==> src/rtl/reg_scoreboard_pkg.sv <==
// reg_scoreboard_pkg
// Shared constants for the destination-register scoreboard: register
// address width, register count, per-register counter width and limits.
package reg_scoreboard_pkg;

  localparam int ADDR_W  = 5;
  localparam int NREG    = 2 ** ADDR_W;
  localparam int CNT_W   = 2;
  localparam int CNT_MAX = (2 ** CNT_W) - 1;

  localparam logic [ADDR_W-1:0] REG_ZERO = '0;

endpackage

==> src/rtl/sb_counter.sv <==
// sb_counter
// Outstanding-write counter for one architectural register.
// Ports:
//   clk, rst_n  : pipeline clock, asynchronous active-low reset
//   inc         : an accepted issue targets this register
//   dec         : write-back retires a write to this register
//   cnt         : current number of outstanding writes
//   busy        : cnt is non-zero
//   underflow   : pulse, a retire arrived while nothing was outstanding
module sb_counter
  import reg_scoreboard_pkg::*;
(
  input  logic             clk,
  input  logic             rst_n,
  input  logic             inc,
  input  logic             dec,
  output logic [CNT_W-1:0] cnt,
  output logic             busy,
  output logic             underflow
);

  localparam logic [CNT_W-1:0] LIMIT = CNT_W'(CNT_MAX);

  // Simultaneous inc and dec cancel out, so only one-sided changes move
  // the counter. Both ends saturate; the empty end reports underflow.
  always_ff @(posedge clk or negedge rst_n) begin
    if (!rst_n) begin
      cnt <= '0;
    end else if (inc && !dec && (cnt != LIMIT)) begin
      cnt <= cnt + CNT_W'(1);
    end else if (dec && !inc && (cnt != '0)) begin
      cnt <= cnt - CNT_W'(1);
    end
  end

  assign busy      = (cnt != '0);
  assign underflow = dec && !inc && (cnt == '0);

endmodule

==> src/rtl/reg_scoreboard.sv <==
// reg_scoreboard
// Destination-register scoreboard between decode/issue and write-back.
// Ports:
//   clk, rst_n                    : pipeline clock, async active-low reset
//   issue_valid                   : decode presents an instruction
//   issue_dst, issue_wr           : destination address and write enable
//   issue_rs/rt, issue_uses_rs/rt : source addresses and read enables
//   issue_ready                   : combinational, instruction may issue
//   wb_valid, wb_dst              : write-back retiring a register write
//   busy_vec                      : bit i set while register i has writes pending
//   err                           : sticky write-back underflow flag
module reg_scoreboard
  import reg_scoreboard_pkg::*;
(
  input  logic              clk,
  input  logic              rst_n,
  input  logic              issue_valid,
  input  logic [ADDR_W-1:0] issue_dst,
  input  logic              issue_wr,
  input  logic [ADDR_W-1:0] issue_rs,
  input  logic [ADDR_W-1:0] issue_rt,
  input  logic              issue_uses_rs,
  input  logic              issue_uses_rt,
  output logic              issue_ready,
  input  logic              wb_valid,
  input  logic [ADDR_W-1:0] wb_dst,
  output logic [NREG-1:0]   busy_vec,
  output logic              err
);

  logic [NREG-1:0][CNT_W-1:0] cnt;
  logic [NREG-1:1]            busyBits;
  logic [NREG-1:1]            underflowBits;
  logic                       rsHazard;
  logic                       rtHazard;
  logic                       dstFull;
  logic                       incEn;

  // Register 0 is hardwired, so it never holds a pending write.
  assign cnt[0] = '0;

  // Ready looks only at the issue inputs and the current counters; a
  // write-back in this cycle is not bypassed, it frees the source next cycle.
  always_comb begin
    rsHazard    = issue_uses_rs && (issue_rs != REG_ZERO) && (cnt[issue_rs] != '0);
    rtHazard    = issue_uses_rt && (issue_rt != REG_ZERO) && (cnt[issue_rt] != '0);
    dstFull     = issue_wr && (issue_dst != REG_ZERO) &&
                  (cnt[issue_dst] == CNT_W'(CNT_MAX));
    issue_ready = !(rsHazard || rtHazard || dstFull);
  end

  assign incEn = issue_valid && issue_ready && issue_wr;

  // One counter per writable register; the address compare inside the loop
  // forms the one-hot decode of issue_dst and wb_dst.
  for (genvar i = 1; i < NREG; i++) begin : g_cnt
    sb_counter u_cnt (
      .clk       (clk),
      .rst_n     (rst_n),
      .inc       (incEn && (issue_dst == ADDR_W'(i))),
      .dec       (wb_valid && (wb_dst == ADDR_W'(i))),
      .cnt       (cnt[i]),
      .busy      (busyBits[i]),
      .underflow (underflowBits[i])
    );
  end

  assign busy_vec = {busyBits, 1'b0};

  // Any counter underflow latches err until the next reset.
  always_ff @(posedge clk or negedge rst_n) begin
    if (!rst_n) begin
      err <= 1'b0;
    end else if (|underflowBits) begin
      err <= 1'b1;
    end
  end

endmodule

==> config.mk <==
export PLATFORM = sky130hd
export DESIGN_NAME = reg_scoreboard
export DESIGN_NICKNAME = d
export VERILOG_FILES = /design/src/rtl/reg_scoreboard_pkg.sv /design/src/rtl/sb_counter.sv /design/src/rtl/reg_scoreboard.sv
export SDC_FILE = /design/constraint.sdc
export NUM_CORES = 1
export LEC_CHECK = 0
export ABC_AREA = 1
export CAP_MARGIN = 30
export CORE_ASPECT_RATIO = 0.9
export CORE_MARGIN = 4
export CORE_UTILIZATION = 54
export DETAILED_ROUTE_END_ITERATION = 10
export PLACE_DENSITY = 0.84
export SYNTH_ARGS = -nofsm -noshare
export SYNTH_HDL_FRONTEND = slang
export SYNTH_HIERARCHICAL = 1
export SYNTH_SLANG_ARGS = --single-unit
==> constraint.sdc <==
create_clock -name clk -period 2.6 [get_ports clk]
set_clock_uncertainty 0.1 [all_clocks]
set_input_delay 0.26 -clock clk [delete_from_list [all_inputs] [get_ports clk]]
set_output_delay 0.26 -clock clk [all_outputs]
set_load 0.02 [all_outputs]
==> results of run 1 <==
==> metrics by stage <==
| step | hold WS [ns] | power (uW) |
|---|---|---|
| after floorplan | -0.136 | 2790 |
| final | 0.401 | 5410 |
| after CTS | 0.420 | 5360 |
| after global placement | 0.252 | 4030 |
| after detailed placement | 0.249 | 4070 |
| after global routing | 0.442 | 5730 |
==> routing by layer <==
layer | track usage | vias to the layer above | part of all wire | routed length, um
li1 | - | 4149 | - | -
met1 | 0.436 | 3940 | 0.40 | 9950
met2 | 0.577 | 379 | 0.46 | 11300
met3 | 0.0646 | 97 | 0.085 | 2080
met4 | 0.162 | 0 | 0.049 | 1200
met5 | 0 | - | 0 | 0
==> cells in the mapped netlist, drive strengths merged, types with 2 or more instances <==
cell type,instances
a21oi,37
a31oi,4
and2,2
buf,16
clkbuf,7
clkinv,2
dfrtp,63
inv,207
nand2,509
nand3,136
nand4,4
nor2,173
nor3,6
nor4,7
o21ai,25
==> area by class of cell <==
cell class | instances | share of cell area
clock buffer | 10 | 0.0254
timing repair buffer | 253 | 0.223
tap | 160 | 0.0212
clock inverter | 6 | 0.00637
sequential | 63 | 0.167
inverter | 209 | 0.0833
multi-input combinational | 909 | 0.473
==> power by group through the flow <==
stage / sequential, uW / clock [uW] / combinational [uW]
2_1_floorplan: 1390 / 0 / 1400
3_3_place_gp: 1360 / 0 / 2670
3_5_place_dp: 1360 / 0 / 2710
4_1_cts: 1350 / 1270 / 2740
5_1_grt: 1380 / 1320 / 3030
6_report: 1360 / 1260 / 2790
==> how the worst max path moves through the flow <==
stage                                                   from              end  cells after the start
final                     g_cnt[11].u_cnt/cnt[0]$_DFFE_PN0P_  err$_DFFE_PN0P_                     22
after global routing       g_cnt[6].u_cnt/cnt[0]$_DFFE_PN0P_  err$_DFFE_PN0P_                     20
after CTS                  g_cnt[8].u_cnt/cnt[0]$_DFFE_PN0P_  err$_DFFE_PN0P_                     21
after detailed placement                        issue_dst[0]  err$_DFFE_PN0P_                     21
after global placement                          issue_dst[0]  err$_DFFE_PN0P_                     21
after floorplan                                 issue_dst[0]  err$_DFFE_PN0P_                     20
==> critical path, stage by stage (launching register included) <==
cell,delay (ns)
sky130_fd_sc_hd__dfrtp_1,0.39
sky130_fd_sc_hd__nor2_1,0.12
sky130_fd_sc_hd__buf_4,0.14
sky130_fd_sc_hd__nand2_1,0.05
sky130_fd_sc_hd__nand2_1,0.06
sky130_fd_sc_hd__nor2_1,0.04
sky130_fd_sc_hd__nand2_1,0.05
sky130_fd_sc_hd__nand2_1,0.08
sky130_fd_sc_hd__nand2_1,0.06
sky130_fd_sc_hd__nand2_1,0.05
sky130_fd_sc_hd__nand2_1,0.05
sky130_fd_sc_hd__nand2_1,0.05
sky130_fd_sc_hd__nand2_2,0.11
sky130_fd_sc_hd__nand4_4,0.16
sky130_fd_sc_hd__clkbuf_16,0.23
sky130_fd_sc_hd__nor2_4,0.09
sky130_fd_sc_hd__inv_1,0.06
sky130_fd_sc_hd__nand2_1,0.07
sky130_fd_sc_hd__nor2_1,0.06
sky130_fd_sc_hd__nor4_2,0.31
sky130_fd_sc_hd__buf_4,0.19
sky130_fd_sc_hd__nand4_1,0.08
sky130_fd_sc_hd__or3_1,0.35
==> cells by family (layout without fill, tap and decap cells) <==
| logic type | Yosys count | count (layout) | synth area share |
|---|---|---|---|
| AND/OR/NAND/NOR | 839 | 839 | 0.561 |
| buffers and inverters | 232 | 478 | 0.139 |
| AO/OA/AOI/OAI | 69 | 69 | 0.0694 |
| flip-flops | 63 | 63 | 0.230 |
| other | 1 | 1 | 0.000547 |
==> registers in the layout (all words and copies together) (netlist names) <==
name,flops
g_cnt.u_cnt/cnt,62
err,1
==> what timing repair did <==
action,in CTS,in global routing
hold buffers,1,0
gates resized for setup,15,16
endpoints found under the hold margin,27,0
pin swaps,0,3
endpoints found under the setup margin,64,12
gates cloned,0,2
==> out/qor.json, run 1 <==
{
  "design.die.area_um2": 14600,
  "synth_warnings": 6,
  "synthDistinctLibCells": 32,
  "worst_ep_arrival_time_ns": 3.22,
  "antenna_violating_nets_post_route": 0,
  "netlist_instances": 1204,
  "wirelength_mm": 24.6,
  "fmax_mhz": 323,
  "outcome": "finished, violations left",
  "tritoncts": "yes",
  "r2r-end": "err$_DFFE_PN0P_",
  "crit_path_max_fanout": 9,
  "number_of_buffers_added_for_setup_after_cts": 0,
  "synth_async_sr_flop_share": 1.00,
  "synth.largest_area_cell": "sky130_fd_sc_hd__nand2_1",
  "cts_num_sinks": 63,
  "antenna_cells": 0,
  "drtIter0Drc": 817,
  "h-tree-depth": 3,
  "hold_path_class": "in -> async",
  "worst_max_slew_margin_expressed_relative_to_the_limit": 0.523,
  "r2r_start": "g_cnt[11].u_cnt/cnt[0]$_DFFE_PN0P_",
  "drt_drc": 0,
  "first_global_vias": 8239,
  "multiInputGateArea_um2": 4460,
  "most_common_library_cell_in_the_layout_ignoring_fill_and_taps": "sky130_fd_sc_hd__nand2_1",
  "synth_top_cell_area_share": 0.244,
  "global_route_wire_length_before_repair_mm": 40.0,
  "design.portCount": 61,
  "final_nets": 1472,
  "detail_route.wl_per_cell_um": 15.3,
  "coreArea_um2": 12200,
  "numPlacedInstances": 1591,
  "reg2regPathDepth": 22,
  "clk_transition_reported_paths_ns": 0.06,
  "seq_area_um2": 1580,
  "routed-via-count": 8565,
  "place_congestion": 1.02,
  "initial_utilization": 0.561,
  "fin_tns_setup_ns": -0.497,
  "clk_latency_ns": 0.35,
  "nets_in_the_synthesized_netlist": 1231,
  "power.switching_uw": 2350,
  "number_of_buffer_cells_added_on_primary_ports": 59,
  "drive_gt1_frac": 0.357,
  "crit_type": "reg -> reg",
  "dieWidth_um": 127,
  "core.rowCount": 38,
  "cts.root.buffer_cell": "sky130_fd_sc_hd__clkbuf_16",
  "seq_area_frac_synth": 0.230,
  "num-fill-cells": 967,
  "final_design_area_no_fill_um2": 9420,
  "netlist_area_before_placement_um2": 6850,
  "share_of_total_power_in_the_clock_network": 0.234,
  "fin_crit_sh": 1.19,
  "power.leakage_uw": 0.00469,
  "grt_max_degree": 37,
  "power.share.switching": 0.433,
  "yosys_most_used_dff": "sky130_fd_sc_hd__dfrtp_1",
  "internal-power_uw": 3070,
  "mostFrequentLayoutCells": "sky130_fd_sc_hd__nand2_1 (445), sky130_fd_sc_hd__buf_4 (187), sky130_fd_sc_hd__inv_1 (108)",
  "period_needed_ns": 3.10,
  "reg2reg_setup_slack_ns": -0.50,
  "grt_overflow": 0,
  "yosys-top-cells-area": "sky130_fd_sc_hd__nand2_1 (24%), sky130_fd_sc_hd__dfrtp_1 (23%), sky130_fd_sc_hd__nand3_1 (7.6%)",
  "number_of_antenna_violations_at_the_first_check_in_global_routing": 0,
  "layout.cells.non_filler": 1610,
  "postSynthAreaPerCell_um2": 5.69,
  "synth_enable_flop_cells": 0,
  "postPlaceCellArea_um2": 9000,
  "violated_checks": "setup timing",
  "detailed_place_hpwl_mm": 19.6,
  "synth.ff_latch_count": 63,
  "timing.max_cap.violations": 0,
  "die_y_um": 115,
  "proportion_of_power_drawn_by_flip_flops_and_latches": 0.251,
  "timing_hold_violations_final": 0,
  "comb_power_share": 0.516,
  "power.density_cell_area_nw_per_um2": 575,
  "postLayoutCoreUtil": 0.771,
  "rsz_0062_raised_after_global_routing": "yes",
  "layout-area-overhead-vs-synth_pct": 37.5,
  "pre_cts_setup_slack_ns": -0.960,
  "route.detailed.vias_per_inst": 5.32,
  "cp_data_required_time_ns": 2.73,
  "setup_ws_ns": -0.497,
  "timing_worst_slew_pin_value_ns": 0.715,
  "maxSlewViolCount": 0,
  "grt_usage": 0.346,
  "vdd.ir_drop.worst_mv": 0.457,
  "critPathCaptureType": "register",
  "number_of_buffers_created_by_cts": 9,
  "finalSetupViolCount": 1,
  "first_pass_iters": 5,
  "startpoint_types": "register",
  "cts_buffer_depth": 2
}
Power figures use the tool's default switching activity.
==> run 2, diff against run 1 <==
- CTS_CLUSTER_SIZE: not set -> 14
- SKIP_LAST_GASP: not set -> 1
==> results of run 2 <==
No change in the layout: final DEF, timing and power equal those of run 1.
